File: src/rtl/serial_alu_seq.sv
// serial_alu_seq: bit-serial ALU sequencer for the low-area execute stage.
// One operand bit is processed per cycle, LSB first, through a single
// AND/OR/full-adder slice with a carry register. SRL runs as repeated
// 1-bit right shifts. Completion is signalled with a one-cycle done pulse.
//
// Ports:
//   clk, rst_n        clock, asynchronous active-low reset
//   start, flush      request (sampled in IDLE), synchronous cancel
//   op[2:0]           000 AND, 001 OR, 010 ADD, 110 SUB, 111 SLT,
//                     011 SRL, 100 ADDIU, 101 illegal
//   a, b, shamt       operands and SRL shift amount
//   busy, done        in-progress flag, completion pulse
//   result, cout,     registered result, final carry, result==0,
//   zero, illegal     illegal-op flag (pulses with done)
module serial_alu_seq #(
  parameter int WIDTH = 32,
  parameter int CNT_W = 6
) (
  input  logic             clk,
  input  logic             rst_n,
  input  logic             start,
  input  logic             flush,
  input  logic [2:0]       op,
  input  logic [WIDTH-1:0] a,
  input  logic [WIDTH-1:0] b,
  input  logic [4:0]       shamt,
  output logic             busy,
  output logic             done,
  output logic [WIDTH-1:0] result,
  output logic             cout,
  output logic             zero,
  output logic             illegal
);

  localparam logic [2:0] OP_AND   = 3'b000;
  localparam logic [2:0] OP_OR    = 3'b001;
  localparam logic [2:0] OP_ADD   = 3'b010;
  localparam logic [2:0] OP_SRL   = 3'b011;
  localparam logic [2:0] OP_ADDIU = 3'b100;
  localparam logic [2:0] OP_ILL   = 3'b101;
  localparam logic [2:0] OP_SUB   = 3'b110;
  localparam logic [2:0] OP_SLT   = 3'b111;

  localparam logic [CNT_W-1:0] LP_CNT_WIDTH = CNT_W'(WIDTH);

  typedef enum logic [1:0] {S_IDLE = 2'd0, S_RUN = 2'd1, S_DONE = 2'd2} state_t;

  state_t           r_state;
  logic [2:0]       r_op;
  logic [WIDTH-1:0] r_a;
  logic [WIDTH-1:0] r_b;
  logic [WIDTH-1:0] r_acc;     // working/shadow register while in RUN
  logic [CNT_W-1:0] r_cnt;
  logic [CNT_W-1:0] r_target;  // number of RUN cycles for this operation
  logic             r_carry;
  logic [WIDTH-1:0] r_result;
  logic             r_cout;
  logic             r_zero;
  logic             r_busy;
  logic             r_done;
  logic             r_illegal;

  logic             w_sub;
  logic             w_arith;
  logic             w_ai;
  logic             w_bi;
  logic             w_sum;
  logic             w_co;
  logic             w_ri;
  logic             w_last;
  logic [WIDTH-1:0] w_acc_next;
  logic [WIDTH-1:0] w_final;
  logic [CNT_W-1:0] w_shamt_cnt;

  // Single-bit datapath slice.
  always_comb begin
    w_sub   = (r_op == OP_SUB) || (r_op == OP_SLT);
    w_arith = w_sub || (r_op == OP_ADD) || (r_op == OP_ADDIU);
    w_ai    = r_a[0];
    w_bi    = r_b[0] ^ w_sub;
    w_sum   = w_ai ^ w_bi ^ r_carry;
    w_co    = (w_ai & w_bi) | (w_ai & r_carry) | (w_bi & r_carry);
    case (r_op)
      OP_AND:  w_ri = w_ai & r_b[0];
      OP_OR:   w_ri = w_ai | r_b[0];
      default: w_ri = w_sum;
    endcase
    if (r_op == OP_SRL) begin
      w_acc_next = {1'b0, r_acc[WIDTH-1:1]};
    end else begin
      w_acc_next = {w_ri, r_acc[WIDTH-1:1]};
    end
    // SLT: sign of the difference corrected by signed overflow at the MSB.
    if (r_op == OP_SLT) begin
      w_final = {{(WIDTH-1){1'b0}}, w_sum ^ (r_carry ^ w_co)};
    end else begin
      w_final = w_acc_next;
    end
    w_last = (r_cnt == (r_target - CNT_W'(1)));
    // Shift amounts at or beyond WIDTH saturate at WIDTH cycles (all zeros).
    if ({27'd0, shamt} >= 32'(WIDTH)) begin
      w_shamt_cnt = LP_CNT_WIDTH;
    end else begin
      w_shamt_cnt = CNT_W'(shamt);
    end
  end

  always_ff @(posedge clk or negedge rst_n) begin
    if (!rst_n) begin
      r_state   <= S_IDLE;
      r_op      <= OP_AND;
      r_a       <= '0;
      r_b       <= '0;
      r_acc     <= '0;
      r_cnt     <= '0;
      r_target  <= '0;
      r_carry   <= 1'b0;
      r_result  <= '0;
      r_cout    <= 1'b0;
      r_zero    <= 1'b0;
      r_busy    <= 1'b0;
      r_done    <= 1'b0;
      r_illegal <= 1'b0;
    end else begin
      r_done    <= 1'b0;
      r_illegal <= 1'b0;
      case (r_state)
        S_IDLE: begin
          if (start && !flush) begin
            r_op     <= op;
            r_a      <= a;
            r_b      <= b;
            r_acc    <= a;
            r_cnt    <= '0;
            r_carry  <= (op == OP_SUB) || (op == OP_SLT);
            r_target <= (op == OP_SRL) ? w_shamt_cnt : LP_CNT_WIDTH;
            if (op == OP_ILL) begin
              r_state   <= S_DONE;
              r_done    <= 1'b1;
              r_illegal <= 1'b1;
              r_result  <= '0;
              r_zero    <= 1'b1;
              r_cout    <= 1'b0;
            end else if (op == OP_SRL && shamt == 5'd0) begin
              r_state  <= S_DONE;
              r_done   <= 1'b1;
              r_result <= a;
              r_zero   <= (a == '0);
              r_cout   <= 1'b0;
            end else begin
              r_state <= S_RUN;
              r_busy  <= 1'b1;
            end
          end
        end
        S_RUN: begin
          if (flush) begin
            // Visible outputs were never touched, so they keep old values.
            r_state <= S_IDLE;
            r_busy  <= 1'b0;
          end else begin
            r_cnt   <= r_cnt + CNT_W'(1);
            r_carry <= w_co;
            r_a     <= {1'b0, r_a[WIDTH-1:1]};
            r_b     <= {1'b0, r_b[WIDTH-1:1]};
            r_acc   <= w_acc_next;
            if (w_last) begin
              r_state  <= S_DONE;
              r_busy   <= 1'b0;
              r_done   <= 1'b1;
              r_result <= w_final;
              r_zero   <= (w_final == '0);
              r_cout   <= w_arith ? w_co : 1'b0;
            end
          end
        end
        default: begin
          r_state <= S_IDLE;
        end
      endcase
    end
  end

  assign busy    = r_busy;
  assign done    = r_done;
  assign result  = r_result;
  assign cout    = r_cout;
  assign zero    = r_zero;
  assign illegal = r_illegal;

endmodule
File: config.mk
export PLATFORM = sky130hd
export DESIGN_NAME = serial_alu_seq
export DESIGN_NICKNAME = d
export VERILOG_FILES = /design/src/rtl/serial_alu_seq.sv
export SDC_FILE = /design/constraint.sdc
export NUM_CORES = 1
export LEC_CHECK = 0
export ABC_AREA = 1
export CAP_MARGIN = 30
export CORE_ASPECT_RATIO = 0.8
export CORE_MARGIN = 4
export CORE_UTILIZATION = 55
export DETAILED_ROUTE_END_ITERATION = 8
export GPL_TIMING_DRIVEN = 0
export PLACE_DENSITY = 0.81
export SKIP_CTS_REPAIR_TIMING = 1
export SLEW_MARGIN = 25
export SYNTH_ARGS = -nofsm -noshare
export SYNTH_HDL_FRONTEND = slang
export SYNTH_SLANG_ARGS = --single-unit
File: constraint.sdc
create_clock -name clk -period 2.45 [get_ports clk]
set_clock_uncertainty 0.05 [all_clocks]
set_input_delay 0.6125 -clock clk [delete_from_list [all_inputs] [get_ports clk]]
set_output_delay 0.6125 -clock clk [all_outputs]
set_load 0.01 [all_outputs]
==> results of run 1 <==
[final timing paths]
path,endpoint
min reg2reg,result[20]$_DFFE_PN0P_
min,r_target[0]$_DFFE_PN0P_
max,result[16]$_DFFE_PN0P_
max in group asynchronous,r_a[14]$_DFFE_PN0P_
min in group clk,result[20]$_DFFE_PN0P_
max reg2reg,zero$_DFFE_PN0P_
[synthesized netlist by cell type (all sizes together)]
cell,count
o22ai,9
a2111oi,1
nand3b,1
nand3,81
buf,37
fa,2
a31oi,62
nor3,5
ha,2
xor2,3
o211ai,31
nand4,2
nor2,102
nand2,280
o21a,1
inv,68
o21ai,87
clkbuf,21
dfrtp,150
a21oi,3
[logic make-up (layout without fill, tap and decap cells)]
| logic type | Yosys count | in the layout | synth area share [%] |
|---|---|---|---|
| compound gates | 194 | 194 | 15.3 |
| xor+xnor | 3 | 3 | 0.352 |
| fa+ha+maj | 4 | 4 | 0.871 |
| buf+inv | 126 | 271 | 7.09 |
| flops | 150 | 150 | 50.3 |
| simple gates | 471 | 471 | 26.1 |
[per-layer routing]
| metal | up-vias | GRT usage [%] | wire length (um) |
|---|---|---|---|
| li1 | 3424 | - | - |
| met1 | 3433 | 40.4 | 9340 |
| met2 | 344 | 38.6 | 9070 |
| met3 | 25 | 7.20 | 2140 |
| met4 | 0 | 7.90 | 308 |
| met5 | - | 0 | 0 |
[cell type report]
class / instances / area (um^2)
repair buffers: 113 / 1150
flip-flops and latches: 150 / 3750
plain buffers: 58 / 274
clock inverters: 15 / 164
clock buffers: 17 / 425
multi-input cells: 672 / 3190
well taps: 175 / 219
inverters: 68 / 255
fillers: 1043 / 3620
[metrics by stage]
stage	setup TNS [ns]	total power [mW]	area, um^2
after CTS	0	12.0	9430
after global placement	-799.33	9.24	8810
final	0	12.1	9440
after global routing	0	13.0	9440
after detailed placement	-11.88	9.39	8840
after floorplan	0	7.51	7470
[report_power, final]
part | total [mW] | switching (mW) | internal (mW) | leakage, nW
Clock | 2.61 | 1.17 | 1.44 | 0.283
Sequential | 4.36 | 0.759 | 3.60 | 1.81
Combinational | 5.16 | 3.18 | 1.98 | 2.22
Total | 12.1 | 5.10 | 7.02 | 4.31
[state kept, by name (all words and copies together) (netlist names)]
name      cells
r_a          32
r_b          32
result       32
r_acc        31
r_cnt         6
r_target      6
r_op          3
r_state       2
busy          1
cout          1
done          1
illegal       1
r_carry       1
zero          1
[cell usage in the layout, fill, tap and decap left out, drive strengths merged]
master / count
buf: 39
nand3b: 1
fa: 2
xor2: 3
a2111oi: 1
nor3: 5
dfrtp: 150
inv: 75
nand2: 280
o21a: 1
o211ai: 31
clkinv: 5
clkinvlp: 2
nor2: 102
clkbuf: 38
bufinv: 1
o22ai: 9
o21ai: 87
a21oi: 3
ha: 2
nand3: 81
nand4: 2
a31oi: 62
clkdlybuf4s50: 111
==> flow_metrics.env, run 1 <==
export IMPL_outcome="completed"
export IMPL_syn_area_mm2=0.00747
export IMPL_cp_start_kind="input pin"
export IMPL_initial_utilization_pct=57.2
export IMPL_grt_max_degree=87
export IMPL_slowest_delay_ns=0.54
export IMPL_slew_limit_headroom_pct=57.1
export IMPL_cap_violations=0
export IMPL_ys_types=31
export IMPL_synth_cells=948
export IMPL_die_w_um=138
export IMPL_wirelength_um=20900
export IMPL_min_period_ns=2.22
export IMPL_cp_startpoint="op[2]"
export IMPL_drt_initial_drc_count=729
export IMPL_synth_seq_cells=150
export IMPL_drive_gt1_share_pct=7.41
export IMPL_fin_nets=1160
export IMPL_dr_pass1_iters=5
export IMPL_place_congestion=0.913
export IMPL_seq_area_frac_synth_pct=50.3
export IMPL_grt_pass1_vias=6552
export IMPL_fmax_mhz=450
export IMPL_cp_top_family="buffers and inverters"
export IMPL_cts_root_buffer="clkbuf_16"
export IMPL_worst_pin_slew_ns=0.643
export IMPL_yosysTopAreaCell="dfrtp_1"
export IMPL_yosysTopAreaCellShare_pct=50.3
export IMPL_clk_pin_slew_ns=0.07
export IMPL_leakagePower_nw=4.31
export IMPL_regToRegStartpoint="r_op[1]$_DFFE_PN0P_"
export IMPL_reg2regPathDepth=12
export IMPL_grt_total_usage_pct=26.9
export IMPL_wl_per_cell_um=16.5
export IMPL_power_density_mw_per_mm2=1280
export IMPL_diodes=0
export IMPL_cts_buffer_depth=2
export IMPL_critical_path_peak_fanout=10
export IMPL_utilization_pct=72.3
export IMPL_timing_final_crit_share_pct=90.6
export IMPL_die_area_mm2=0.0155
export IMPL_final_max_slew_viol_count=0
export IMPL_rsz0062_at_grt="no"
export IMPL_cts_tree="built"
export IMPL_vias=7226
export IMPL_placedCellCount=1236
export IMPL_peakVddDrop_uv=616
export IMPL_critical_path_class="input pin to flip-flop"
export IMPL_numCtsBuffers=17
export IMPL_crit_arrival_ns=2.49
export IMPL_antenna_found_initial=0
export IMPL_grt_pass1_wl_um=33800
export IMPL_globalRouteOverflowTotal=0
export IMPL_critPathSlowestCell="clkdlybuf4s50_1"
export IMPL_ys_top_cells_by_area="dfrtp_1, nand2_1, nand3_1"
export IMPL_floorplan_core_area_mm2=0.0131
export IMPL_hold_viol=0
export IMPL_syn_avg_cell_area_um2=7.88
export IMPL_worstSkewPairLatency_ns=0.43
export IMPL_syn_nets=1028
export IMPL_cp_buffers_inverters=4
export IMPL_finalSetupViolCount=0
export IMPL_viasPerCell=5.70
export IMPL_dp_hpwl_um=15100
export IMPL_hp_class="input pin to asynchronous set/reset pin"
export IMPL_cts_sinks=150
export IMPL_path_depth=9
export IMPL_whs_ns=0.136
export IMPL_finalWorstSetupSlack_ns=0.229
export IMPL_stdcell_count=1268
export IMPL_num_rows=37
export IMPL_drc=0
export IMPL_required_ns=2.72
export IMPL_cts_max_level=4
export IMPL_path_cells="clkdlybuf4s50_1 > inv_1 > nor3_4 > inv_1 > nand2_1 > nand2_2 > clkbuf_1 > nand3_1 > nand2_1"
export IMPL_die_h_um=112
export IMPL_top_level_ports=113
export IMPL_ys_warn_count=0
export IMPL_portBuffers=112
export IMPL_end_kind="flip-flop"
export IMPL_r2r_setup_slack_ns=0.30
export IMPL_postRouteAntennaNets=0
export IMPL_area_growth_pct=26.3
export IMPL_post_place_ws_ns=-0.262
Power figures use the tool's default switching activity.
==> run 2, diff against run 1 <==
Settings changed: CORE_UTILIZATION 55 to 49, PLACE_DENSITY 0.81 to 0.76.
Clock period 2.45 ns to 1.8 ns, I/O delays scaled along.
==> flow_metrics.env, run 2 (synthesis results as in run 1) <==
export IMPL_die_area_mm2=0.0173
export IMPL_cts_tree="built"
export IMPL_viasPerCell=5.62
export IMPL_regArea_mm2=0.00376
export IMPL_cts_max_level=4
export IMPL_fin_nets=1186
export IMPL_stdcell_count=1308
export IMPL_placedCellCount=1250
export IMPL_num_rows=40
export IMPL_outcome="finished with violations"
export IMPL_die_h_um=118
export IMPL_grt_total_usage_pct=24.0
export IMPL_end_kind="flip-flop"
export IMPL_cts_sinks=150
export IMPL_wl_per_cell_um=17.1
export IMPL_r2r_setup_slack_ns=-0.27
export IMPL_grt_max_degree=93
export IMPL_drt_initial_drc_count=811
export IMPL_critical_path_class="flip-flop to flip-flop"
export IMPL_power_density_mw_per_mm2=1700
export IMPL_p_sw_mw=7.23
export IMPL_peakVddDrop_uv=792
export IMPL_crit_reg2reg_capture="result[22]$_DFFE_PN0P_"
export IMPL_finalSetupViolCount=38
export IMPL_slowest_delay_ns=0.39
export IMPL_final_max_slew_viol_count=0
export IMPL_numCtsBuffers=17
export IMPL_wirelength_um=22300
export IMPL_finalWorstSetupSlack_ns=-0.267
export IMPL_combinationalPowerShare_pct=44.5
export IMPL_cts_root_buffer="clkbuf_16"
export IMPL_grt_pass1_wl_um=33500
export IMPL_power_frac_seq_pct=34.1
export IMPL_path_cells="inv_2 > ha_4 > inv_1 > nand2_2 > nand3_1 > nor2_1 > nand2_1 > nor2_4 > nand3_4 > nand2_8 > clkbuf_16 > nand2_2 > nand2_1"
export IMPL_floorplan_core_area_mm2=0.0150
export IMPL_initial_utilization_pct=49.9
export IMPL_die_w_um=146
export IMPL_vias=7352
export IMPL_rsz0062_at_grt="yes"
export IMPL_clk_pin_slew_ns=0.06
export IMPL_critical_path_peak_fanout=6
export IMPL_crit_arrival_ns=2.38
export IMPL_postRouteAntennaNets=0
export IMPL_fill_cells=1159
export IMPL_cap_violations=0
export IMPL_hp_class="input pin to flip-flop"
export IMPL_fmax_mhz=484
export IMPL_failed_checks="setup timing"
export IMPL_place_congestion=0.944
export IMPL_cp_start_kind="flip-flop"
export IMPL_crit_path_end="result[22]$_DFFE_PN0P_"
export IMPL_diodes=0
export IMPL_area_growth_pct=37.4
export IMPL_required_ns=2.11
export IMPL_power_mw=17.4
export IMPL_regToRegStartpoint="r_target[0]$_DFFE_PN0P_"
export IMPL_portBuffers=112
export IMPL_worstSkewPairLatency_ns=0.43
export IMPL_slew_limit_headroom_pct=55.2
export IMPL_final_common_cell="nand2_1"
export IMPL_cp_startpoint="r_target[0]$_DFFE_PN0P_"
export IMPL_utilization_pct=68.6
export IMPL_pwr_share_clk_pct=21.4
export IMPL_reg2regPathDepth=13
export IMPL_mostFrequentLayoutCells="nand2_1, dfrtp_1, nor2_1, nand3_1, clkdlybuf4s50_1"
export IMPL_drive_gt1_share_pct=16.3
export IMPL_hold_viol=0
export IMPL_timing_final_crit_share_pct=115
export IMPL_cts_buffer_depth=2
export IMPL_drc=0
export IMPL_leakagePower_nw=5.22
export IMPL_p_int_mw=10.2
export IMPL_worst_pin_slew_ns=0.672
export IMPL_dr_pass1_iters=5
export IMPL_grt_pass1_vias=6612
export IMPL_antenna_found_initial=0
export IMPL_multi_input_area_mm2=0.00347
export IMPL_globalRouteOverflowTotal=0
export IMPL_p_sw_share_pct=41.5
export IMPL_critPathSlowestCell="dfrtp_1"
export IMPL_dp_hpwl_um=15100
export IMPL_min_period_ns=2.07
export IMPL_top_level_ports=113
export IMPL_tns_ns=-7.33
## run 2: cell count changes in the layout (fill, tap and decap cells not counted), sizes merged, moves of 2 or more
cell	previous run	this run
inv	75	71
dlymetal6s2s	0	39
buf	39	55
clkbuf	38	47
bufinv	1	3
clkdlybuf4s50	111	72
## run 2: final cells by class
class                           instances  area share, %
Multi-Input combinational cell        674           33.8
Clock buffer                           19           4.32
Buffer                                 58           4.22
Inverter                               68           2.49
Sequential cell                       150           36.6
Tap cell                              189           2.30
Clock inverter                         13           1.67
Timing Repair Buffer                  137           14.6
## run 2: power groups by stage
stage	registers (mW)	clock network [mW]	logic (mW)
global placement	5.90	0	6.71
global route	6.11	3.91	8.59
CTS	5.88	3.75	6.91
detailed placement	5.92	0	6.86
finish	5.94	3.73	7.75
floorplan	5.83	0	4.39
## run 2: worst min path at each step
stage / cells past startpoint / startpoint / to / slack, ns
final: 3 / op[2] / r_op[2]$_DFFE_PN0P_ / 0.36
after CTS: 1 / rst_n / r_b[19]$_DFFE_PN0P_ / -0.10
after floorplan: 0 / rst_n / busy$_DFFE_PN0P_ / 0.10
after global placement: 2 / busy$_DFFE_PN0P_ / busy$_DFFE_PN0P_ / 0.41
after global routing: 3 / op[2] / r_op[2]$_DFFE_PN0P_ / 0.38
after detailed placement: 1 / rst_n / r_b[19]$_DFFE_PN0P_ / 0.36
## run 2: stage by stage
step	worst slack, ns	hold WS (ns)	instance area [um^2]
after floorplan	-0.0363	0.104	7470
after global placement	-5.82	0.411	8830
after detailed placement	-0.869	0.356	8860
after CTS	-0.421	-0.103	9470
after global routing	-0.359	0.377	10300
final	-0.267	0.361	10300
## run 2: critical path: cells and delay by family, from the launching register on
family / cells / cell delay (ns)
and+or+nand+nor: 9 / 1.01
DFF: 1 / 0.39
buffers and inverters: 3 / 0.27
adders and majority gates: 1 / 0.27
## run 2: routing by layer
layer / wire (um) / GRT usage (%) / part of all wire, % / vias to the layer above
met2: 9990 / 33.1 / 45 / 309
met5: 0 / 0 / 0 / -
li1: - / - / - / 3472
met4: 467 / 7.93 / 2.1 / 0
met3: 1640 / 7.55 / 7.4 / 45
met1: 10200 / 35.8 / 46 / 3526
==> run 3, diff against run 2 <==
Settings changed: CORE_UTILIZATION 49 to 30, HOLD_SLACK_MARGIN set to 0.03, PLACE_DENSITY 0.76 to not set.
==> flow_metrics.env, run 3 (synthesis results as in run 1) <==
export IMPL_outcome="finished with violations"
export IMPL_failed_checks="setup timing"
export IMPL_viasPerCell=4.92
export IMPL_drt_initial_drc_count=507
export IMPL_place_congestion=0.909
export IMPL_worstHoldPathCells=3
export IMPL_whs_ns=0.347
export IMPL_min_period_ns=2.02
export IMPL_timing_final_crit_share_pct=112
export IMPL_cts_root_buffer="clkbuf_16"
export IMPL_critical_path_peak_fanout=4
export IMPL_r2r_setup_slack_ns=-0.22
export IMPL_dp_hpwl_um=16700
export IMPL_p_int_mw=9.77
export IMPL_hp_class="input pin to flip-flop"
export IMPL_power_mw=16.8
export IMPL_rsz0062_at_grt="yes"
export IMPL_wirelength_um=22800
export IMPL_die_w_um=184
export IMPL_hold_start="op[2]"
export IMPL_postRouteAntennaNets=0
export IMPL_top_level_ports=113
export IMPL_antenna_found_initial=0
export IMPL_numCtsBuffers=17
export IMPL_cp_startpoint="r_op[2]$_DFFE_PN0P_"
export IMPL_hold_viol=0
export IMPL_num_rows=51
export IMPL_drive_gt1_share_pct=15.5
export IMPL_initial_utilization_pct=30.6
export IMPL_globalRouteOverflowTotal=0
export IMPL_reg2regPathDepth=12
export IMPL_path_cells="nand2_2 > xor2_2 > inv_1 > fa_1 > nor2_1 > nand2_1 > nand2_2 > nand2_2 > nand3b_1 > o21ai_1 > nand2_1 > nand2_1"
export IMPL_vias=7072
export IMPL_cts_max_level=4
export IMPL_cts_sinks=150
export IMPL_drc=0
export IMPL_floorplan_core_area_mm2=0.0244
export IMPL_portBuffers=112
export IMPL_dr_pass1_iters=5
export IMPL_cts_tree="built"
export IMPL_die_h_um=149
export IMPL_regToRegStartpoint="r_op[2]$_DFFE_PN0P_"
export IMPL_final_max_slew_viol_count=0
export IMPL_cp_buffers_inverters=1
export IMPL_cp_start_kind="flip-flop"
export IMPL_grt_pass1_wl_um=35700
export IMPL_die_area_mm2=0.0275
export IMPL_mostFrequentLayoutCells="nand2_1, dfrtp_1, nor2_1, nand3_1, clkdlybuf4s50_1"
export IMPL_power_frac_seq_pct=35.3
export IMPL_finalWorstSetupSlack_ns=-0.217
export IMPL_tns_ns=-4.28
export IMPL_critPathSlowestCell="fa_1"
export IMPL_post_place_ws_ns=-0.884
export IMPL_p_sw_share_pct=41.7
export IMPL_p_sw_mw=6.99
export IMPL_required_ns=2.11
export IMPL_combinationalPowerShare_pct=44.4
export IMPL_grt_total_usage_pct=16.4
export IMPL_fmax_mhz=496
export IMPL_crit_arrival_ns=2.33
export IMPL_slew_limit_headroom_pct=63.7
export IMPL_fin_nets=1187
export IMPL_peakVddDrop_uv=706
export IMPL_area_growth_pct=37.4
export IMPL_clk_pin_slew_ns=0.06
export IMPL_final_common_cell="nand2_1"
export IMPL_cts_buffer_depth=2
export IMPL_finalSetupViolCount=35
export IMPL_worst_pin_slew_ns=0.531
export IMPL_crit_reg2reg_capture="zero$_DFFE_PN0P_"
export IMPL_slowest_delay_ns=0.48
export IMPL_wl_per_cell_um=15.9
export IMPL_diodes=0
export IMPL_end_kind="flip-flop"
export IMPL_grt_max_degree=88
export IMPL_critical_path_class="flip-flop to flip-flop"
export IMPL_leakagePower_nw=5.17
export IMPL_power_density_mw_per_mm2=1630
export IMPL_worstSkewPairLatency_ns=0.43
export IMPL_grt_pass1_vias=6605
export IMPL_whs_endpoint="r_op[2]$_DFFE_PN0P_"
export IMPL_pwr_share_clk_pct=20.3
export IMPL_cap_violations=0
export IMPL_cp_top_family="simple AND/OR/NAND/NOR gates"
-- run 3: cell types whose count changed in the layout (fill, tap and decap cells not counted), sizes merged --
| cell | change |
|---|---|
| bufinv | -2 |
| clkbuf | +8 |
| dlymetal6s2s | -1 |
| inv | +1 |
| nand3 | -1 |
| clkdlybuf4s50 | +1 |
| buf | -7 |
| clkinv | +2 |
-- run 3: tightest hold or removal path: cells and delay by family --
kind,cells,cell delay (ns)
buf+inv,1,0.18
simple gates,1,0.09
compound gates,1,0.06
-- run 3: how the worst max path moves through the flow --
stage / end / slack (ns) / cells after the start
final: zero$_DFFE_PN0P_ / -0.22 / 12
after global routing: zero$_DFFE_PN0P_ / -0.35 / 12
after CTS: result[22]$_DFFE_PN0P_ / -0.44 / 9
after detailed placement: result[22]$_DFFE_PN0P_ / -0.88 / 9
after global placement: done$_DFF_PN0_ / -6.11 / 1
after floorplan: zero$_DFFE_PN0P_ / -0.04 / 12
-- run 3: power groups by stage --
stage | Clock (mW) | Sequential, mW | Combinational [mW]
2_1_floorplan | 0 | 5.83 | 4.39
3_3_place_gp | 0 | 5.93 | 6.84
3_5_place_dp | 0 | 5.94 | 6.96
4_1_cts | 3.46 | 5.90 | 6.98
5_1_grt | 3.63 | 6.10 | 8.35
6_report | 3.41 | 5.92 | 7.43
-- run 3: area by class of cell --
class | instances | area (um^2)
Buffer | 57 | 384
Clock buffer | 18 | 429
Clock inverter | 14 | 125
Fill cell | 2450 | 14200
Inverter | 68 | 258
Multi-Input combinational cell | 673 | 3380
Sequential cell | 150 | 3760
Tap cell | 318 | 398
Timing Repair Buffer | 140 | 1530
-- run 3: per-stage QoR --
stage | cells | utilization, % | instance area (um^2)
after floorplan | 948 | - | 7470
after global placement | 1378 | 36.8 | 8990
after detailed placement | 1379 | 36.9 | 9020
after CTS | 1411 | 39.2 | 9580
after global routing | 1438 | 42.0 | 10300
final | 1438 | 42.0 | 10300
-- run 3: routing by layer --
metal	GRT usage [%]	share of wire, %
met2	23.9	43
met5	0	0
met4	4.92	1.8
met1	24.3	49
met3	3.61	6.2
